$ cat src/rtl/level_sequencer.sv
// level_sequencer: frame-rate game-flow controller feeding the colour mapper.
// Tracks lives, advances levels, holds timed HIT/ADVANCE screens and flags
// win / game-over. Optional background fade: define LEVEL_SEQ_FADE_EN.
module level_sequencer #(
   parameter int unsigned NUM_LEVELS  = 3,
   parameter int unsigned LIVES_INIT  = 3,
   parameter int unsigned HOLD_FRAMES = 60
) (
   input  logic       frame_clk,
   input  logic       reset,
   input  logic       start,
   input  logic       finish_line_reached,
   input  logic       collision,
   input  logic       collision2,
   output logic [1:0] current_level,
   output logic [3:0] background,
   output logic       reset_player,
   output logic [2:0] lives,
   output logic       game_over,
   output logic       game_won
);

   localparam logic [1:0] LAST_LEVEL = 2'(NUM_LEVELS - 1);
   localparam logic [2:0] LIVES_RST  = 3'(LIVES_INIT);
   localparam logic [7:0] HOLD_LOAD  = 8'(HOLD_FRAMES - 1);

   typedef enum logic [2:0] {
      S_IDLE,
      S_PLAY,
      S_HIT,
      S_ADVANCE,
      S_WON,
      S_LOST
   } state_t;

   state_t     state_q, state_d;
   logic [1:0] level_q, level_d;
   logic [2:0] lives_q, lives_d;
   logic [7:0] hold_q, hold_d;
   logic [3:0] bg_q, bg_d;
   logic       reset_player_q, reset_player_d;
   logic       game_over_q, game_over_d;
   logic       game_won_q, game_won_d;
   logic       hit;

   assign hit = collision | collision2;

   // Background intensity associated with each level.
   function automatic logic [3:0] level_bg(input logic [1:0] lvl);
      case (lvl)
         2'd0:    level_bg = 4'h8;
         2'd1:    level_bg = 4'hA;
         2'd2:    level_bg = 4'hC;
         default: level_bg = 4'hE;
      endcase
   endfunction

   // Next-state, level, lives and hold-counter decode; flag outputs follow the next state.
   always_comb begin
      state_d = state_q;
      level_d = level_q;
      lives_d = lives_q;
      hold_d  = hold_q;
      case (state_q)
         S_IDLE, S_WON, S_LOST: begin
            if (start) begin
               state_d = S_PLAY;
               level_d = '0;
               lives_d = LIVES_RST;
            end
         end
         S_PLAY: begin
            if (finish_line_reached) begin
               if (level_q == LAST_LEVEL) begin
                  state_d = S_WON;
               end else begin
                  state_d = S_ADVANCE;
                  hold_d  = HOLD_LOAD;
               end
            end else if (hit) begin
               if (lives_q > 3'd1) begin
                  lives_d = lives_q - 3'd1;
                  hold_d  = HOLD_LOAD;
                  state_d = S_HIT;
               end else begin
                  lives_d = '0;
                  state_d = S_LOST;
               end
            end
         end
         S_HIT: begin
            if (hold_q == '0) state_d = S_PLAY;
            else              hold_d  = hold_q - 8'd1;
         end
         S_ADVANCE: begin
            if (hold_q == '0) begin
               state_d = S_PLAY;
               level_d = level_q + 2'd1;
            end else begin
               hold_d = hold_q - 8'd1;
            end
         end
         default: state_d = S_IDLE;
      endcase
      reset_player_d = (state_d != S_PLAY);
      game_over_d    = (state_d == S_LOST);
      game_won_d     = (state_d == S_WON);
   end

`ifdef LEVEL_SEQ_FADE_EN
   logic [3:0] target_q, target_d;

   // Fade target follows state entries; background ramps one step per frame toward it.
   always_comb begin
      target_d = target_q;
      if (state_d != state_q) begin
         if (state_d == S_ADVANCE || state_d == S_LOST) target_d = '0;
         else if (state_d == S_PLAY)                    target_d = level_bg(level_d);
      end
      if (bg_q < target_d)      bg_d = bg_q + 4'd1;
      else if (bg_q > target_d) bg_d = bg_q - 4'd1;
      else                      bg_d = bg_q;
   end

   // Fade target register.
   always_ff @(posedge frame_clk or posedge reset) begin
      if (reset) target_q <= '0;
      else       target_q <= target_d;
   end

   localparam logic [3:0] BG_RST = 4'h0;
`else
   // Background tracks the level table in the same edge as the level update.
   always_comb begin
      bg_d = level_bg(level_d);
   end

   localparam logic [3:0] BG_RST = 4'h8;
`endif

   // State and registered-output update.
   always_ff @(posedge frame_clk or posedge reset) begin
      if (reset) begin
         state_q        <= S_IDLE;
         level_q        <= '0;
         lives_q        <= LIVES_RST;
         hold_q         <= '0;
         bg_q           <= BG_RST;
         reset_player_q <= 1'b1;
         game_over_q    <= 1'b0;
         game_won_q     <= 1'b0;
      end else begin
         state_q        <= state_d;
         level_q        <= level_d;
         lives_q        <= lives_d;
         hold_q         <= hold_d;
         bg_q           <= bg_d;
         reset_player_q <= reset_player_d;
         game_over_q    <= game_over_d;
         game_won_q     <= game_won_d;
      end
   end

   assign current_level = level_q;
   assign background    = bg_q;
   assign reset_player  = reset_player_q;
   assign lives         = lives_q;
   assign game_over     = game_over_q;
   assign game_won      = game_won_q;

endmodule

$ cat config.mk
export PLATFORM = sky130hd
export DESIGN_NAME = level_sequencer
export DESIGN_NICKNAME = d
export VERILOG_FILES = /design/src/rtl/level_sequencer.sv
export SDC_FILE = /design/constraint.sdc
export NUM_CORES = 1
export LEC_CHECK = 0
export BUFFER_PORTS_ARGS = -buffer_cell sky130_fd_sc_hd__buf_4
export CORE_MARGIN = 8
export CORE_UTILIZATION = 55
export CTS_CLUSTER_DIAMETER = 40
export DETAILED_ROUTE_END_ITERATION = 8
export GPL_ROUTABILITY_DRIVEN = 0
export HOLD_SLACK_MARGIN = 0.08
export PLACE_DENSITY = 0.77
export SLEW_MARGIN = 20
export SYNTH_ARGS = -nofsm -noshare
export SYNTH_HDL_FRONTEND = slang
export SYNTH_SLANG_ARGS = --single-unit
$ cat constraint.sdc
create_clock -name frame_clk -period 5.15 [get_ports frame_clk]
set_clock_uncertainty 0.15 [all_clocks]
set_input_delay 0.2575 -clock frame_clk [delete_from_list [all_inputs] [get_ports frame_clk]]
set_output_delay 0.2575 -clock frame_clk [all_outputs]
set_load 0.05 [all_outputs]
Yosys cells after proc, flatten, opt, wreduce, memory -nomap -nowiden
Cells that the tools add are included.
- bits of input ports: 6
- output and inout port bits: 12
- word-level logic and storage cells: 62
- register bits: 23
- add/sub/neg operators: 3
- reduce and logical (&&, ||, !) cells: 9
- bitwise operators: 1
- mux-type cells: 22
- $lt $le $gt $ge: 1
- equal/unequal tests: 18
- operator list (kind ; number):
    two-way mux 8 bit ; 5
    two-way mux 3 bit ; 10
    one-hot mux 3 bit (3 select lines) ; 2
    one-hot mux 8 bit (2 select lines) ; 1
    == test 3 bit, second input constant ; 4
    != test 3 bit, second input constant ; 3
    logical NOT 8 bit ; 1
    != test 2 bit, second input constant ; 4
    subtractor 8 x 1 -> 8 bit, second input constant ; 1
    == test 3 x 2 -> 1 bit, second input constant ; 2
    one-hot mux 3 bit (2 select lines) ; 1
    AND reduction 5 bit ; 1
    == test 2 bit, second input constant ; 2
    two-way mux 2 bit ; 2
    one-hot mux 2 bit (2 select lines) ; 1
    AND reduction 4 bit ; 1
    nonzero test 2 bit ; 2
    == test 3 x 1 -> 1 bit, second input constant ; 1
    > comparator 3 x 1 -> 1 bit, second input constant ; 1
    logical NOT 3 bit ; 1
    != test 3 x 1 -> 1 bit, second input constant ; 1
    OR reduction 3 bit ; 1
    subtractor 3 x 1 -> 3 bit, second input constant ; 1
    adder 2 x 1 -> 2 bit, second input constant ; 1
    other kinds (4) ; 4

Logic depth before layout (Yosys ltp)
- word-level depth: 6
- depth in mapped cells: 6
- gate-level depth less buffers: 6

Worst setup path after synthesis
OpenSTA, ideal clock, no wires.
- path kind: reg2reg
- start point: register lives_q[1] (netlist: lives[1])
- end point: register hold_q[1]
- required time: 4.912 ns
- data arrival time: 1.827 ns
- period minus slack after synthesis: 2.064 ns
- stages on the path, launching flop included: 7
- path slack: 3.086 ns
- path buffers: 0
- setup time: 0.088 ns
- path through: dfstp_2 inv_1 ha_1 o21ba_2 nor3_1 or3_1 a22oi_1
- longest elaborated chain between the ends: 3
- RTL lines (element ; RTL line ; RTL):
    from (decl) ; 38 ; logic [2:0] lives_q, lives_d;
    from (signal assigned) ; 155 ; lives_q <= lives_d;
    > comparator 3 x 1 -> 1 bit ; 81 ; if (lives_q > 3'd1) begin
    != test 3 bit (no source line) ; n/a ;
    AND reduction 5 bit (no source line) ; n/a ;
    to (signal assigned) ; 156 ; hold_q <= hold_d;
    to (decl) ; 39 ; logic [7:0] hold_q, hold_d;
Every way passes these cells.
A chain may end at the register's enable or synchronous reset.

Worst setup path after layout
- start point: register hold_q[0]
- end point: register hold_q[0]
- longest elaborated chain between the ends: 3
- RTL lines (element):
    subtractor 8 x 1 -> 8 bit or logical NOT 8 bit (tied branches)
    two-way mux 8 bit or != test 2 bit (tied branches)
    one-hot mux 8 bit (2 select lines) or AND reduction 5 bit (tied branches)
Parallel ways exist; a longest one is shown, timed or not. The select of a mux whose other input is x is not followed.

==> out/metrics.cfg <==
[global_route]
antenna_found_initial=0
track_usage_pct=12.8
grt_max_degree=21
grt_pass1_wl_mm=4.13
grt.overflow.total=0
grt_pass1_vias=951

[power_and_ir_drop]
intPower_mw=0.459
pwr_density_cell_nw_per_um2=591
p_leak_nw=0.611
vdd_drop_max_mv=0.355
p_comb_share_pct=47.6
switching_share_pct=43.6
pwr-share-clk_pct=16.0
p_seq_share_pct=36.4
power.switching_mw=0.354

[run]
max_cap_viol_count=0

[routing]
ant_nets=0
drt_iter0_markers=17
post_drt_wl_per_cell_um=14.4
drc=0
drt_wl_total_mm=2.39
dr.pass1.iters=4
vias=946
viasPerCell=5.70

[logic_synthesis]
synth_top_area_share_pct=35.7
synth-edff-count=0
netlist_instances=122
synth_ff_type=dfrtp_1
synth_cell_type_count=43
synth_xor_area_share_pct=2.94
ys_ff_latch=20
yosys-top-cells-count=dfrtp_1, nor2_1, inv_1
yosysMostFrequentCell=dfrtp_1
synth_top_cell_by_area=dfrtp_1
avgSynthCellArea_um2=9.76
ys_top_cells_by_area=dfrtp_1, dfstp_2, ha_1, nor2_1, inv_1
ys_async_sr_fraction_pct=100
synth_compound_area_share_pct=21.5
yosysWarningCount=0
synth_nets=132
synthAdderAreaFrac_pct=4.20
muxShareOfSynthArea_pct=2.10
synth_top_family_by_area=compound AO/OA/AOI/OAI gates
netlist_area_um2=1190
synth-simple-area-share_pct=21.2
ys_seq_area_share_pct=42.3

[floorplan]
die_area_um2=3910
start_util_pct=56.0
die_w_um=62.5
core-area_um2=2130
die_y_um=62.5
io_pins=18
rows=17

[critical_path]
crit_buf_inv=1
worstSetupPathType=flip-flop to flip-flop
end_kind=flip-flop
cp.required_ps=5210
crit_fanout=4
cp_top_family=simple AND/OR/NAND/NOR gates
worstPathArrival_ps=2100
crit_path_max_incr_delay_ps=520
crit_slowest_cell=or3b_2
startpoint_type=flip-flop
crit_chain=inv_1 -> ha_1 -> or3b_2 -> o21ai_4 -> o31ai_2 -> mux2_4

[timing]
hold_viol=0
fin_crit_sh_pct=39.7
fin_setup_tns_ps=0
period_needed_ps=2050
worst_slack_ps=3100
worst_pin_slew_ps=767
maxSlewViolCount=0
rsz0062_at_grt=no
max_freq_mhz=489
setup-violations-final=0
slew_headroom_pct=48.8

[placed_design]
place_hpwl_mm=1.78
numPortBuffers=15
preCtsSetupSlack_ps=3160

[final_layout]
fin_nets=149
num_antenna_cells=0
multiInputGateArea_um2=627
layout-drive-gt1-share_pct=23.9
fill_cells=180
regArea_um2=504
syn_to_final_growth_pct=15.4

[worst_hold_path]
hold_class=input port to flip-flop

[cts]
ctsResizeCount=0
cts_sinks=20
clkSlewWorstSetupHoldPaths_ps=120
cts_tree=done
cts_root_buffer=clkbuf_4
cts_buffer_depth=2
cts_made_buffers=3
post_cts_buffers=0
clk_latency_ps=310
htreeDepth=1

[outcome]
status=completed

==> metal layers <==
metal / part of all wire [%] / GRT usage, %
met5: 0 / 0
met4: 1.6 / 7.41
met3: 1.7 / 2.51
met2: 52 / 22.0
met1: 45 / 14.4
==> placed cells by master (no fill, tap or decap), drive strengths merged, types with 2 or more instances in the layout <==
| cell | Yosys | routed |
|---|---|---|
| dfrtp | 17 | 17 |
| buf | 3 | 15 |
| nor2 | 11 | 11 |
| inv | 9 | 9 |
| nand2 | 7 | 7 |
| a21oi | 6 | 6 |
| nor3 | 5 | 5 |
| nor2b | 5 | 5 |
| ha | 4 | 4 |
| o21ai | 4 | 4 |
| o31ai | 4 | 4 |
| nand2b | 3 | 3 |
| o2111ai | 3 | 3 |
| xor2 | 3 | 3 |
| clkbuf | 1 | 3 |
| dfstp | 3 | 3 |
| nor3b | 2 | 2 |
| o21ba | 2 | 2 |
| and2b | 2 | 2 |
| or3b | 2 | 2 |
| nand3 | 2 | 2 |
| a211oi | 2 | 2 |
| a21boi | 2 | 2 |
| o32ai | 2 | 2 |
| conb | 2 | 2 |
| or4 | 2 | 2 |
==> final cells by class <==
cell class | count | share of cell area [%]
well taps | 28 | 2.55
inverters | 9 | 2.46
multi-input cells | 89 | 45.6
clock buffers | 3 | 1.64
clock inverters | 1 | 2.18
flip-flops and latches | 20 | 36.7
repair buffers | 16 | 8.92
==> flip-flops by register name, indices dropped and copies added (netlist names) <==
name,count
lives,3
hold_q,8
state_q,3
reset_player,1
current_level,1
game_over,1
game_won,1
background,2
==> timing repair <==
item,4_1_cts,5_1_grt
endpoints found under the hold margin,17,0
setup endpoints to repair,0,0
hold buffers,1,0
==> power by group through the flow <==
stage               Clock [mW]  Combinational, mW  Sequential [mW]
finish                   0.130              0.387            0.296
floorplan                    0              0.259            0.333
detailed placement           0              0.385            0.298
global route             0.139              0.429            0.307
global placement             0              0.375            0.294
CTS                      0.134              0.389            0.295
==> worst reg2reg max path: stages (launching register included) <==
cell and delay (ps):
dfrtp_1 410, inv_1 120, ha_1 200, or3b_2 520
o21ai_4 180, o31ai_2 110, mux2_4 260
==> final timing paths <==
path | slack, ps | start | to | cells after the start
max in group asynchronous | 3890 | reset | hold_q[2] | 3
max reg2reg | 3100 | hold_q[0] | hold_q[0] | 6
min reg2reg | 460 | hold_q[5] | hold_q[5] | 2
min in group asynchronous | 490 | reset | lives[2] | 3
min | 180 | start | background[2] | 4
max | 3100 | hold_q[0] | hold_q[0] | 6
==> cell families (layout without fill, tap and decap cells) <==
logic type	after synthesis	after routing
buffers and inverters	13	29
AO/OA/AOI/OAI	32	32
other	2	2
adder cells (fa/ha/maj)	4	4
XOR/XNOR	4	4
flip-flops	20	20
AND/OR/NAND/NOR	45	45
multiplexers	2	2
==> per-stage QoR <==
stage          std cells  area (um2)  utilization, %  power (mW)  hold WS [ps]
6_report             166        1380            64.6       0.812           181
5_1_grt              166        1380            64.6       0.875           193
4_1_cts              166        1380            64.6       0.818           173
3_5_place_dp         161        1310            61.7       0.683           298
3_3_place_gp         161        1310            61.7       0.669           285
2_1_floorplan        122        1190               -       0.592          69.1
No activity file was read; power rests on OpenSTA's default activity.
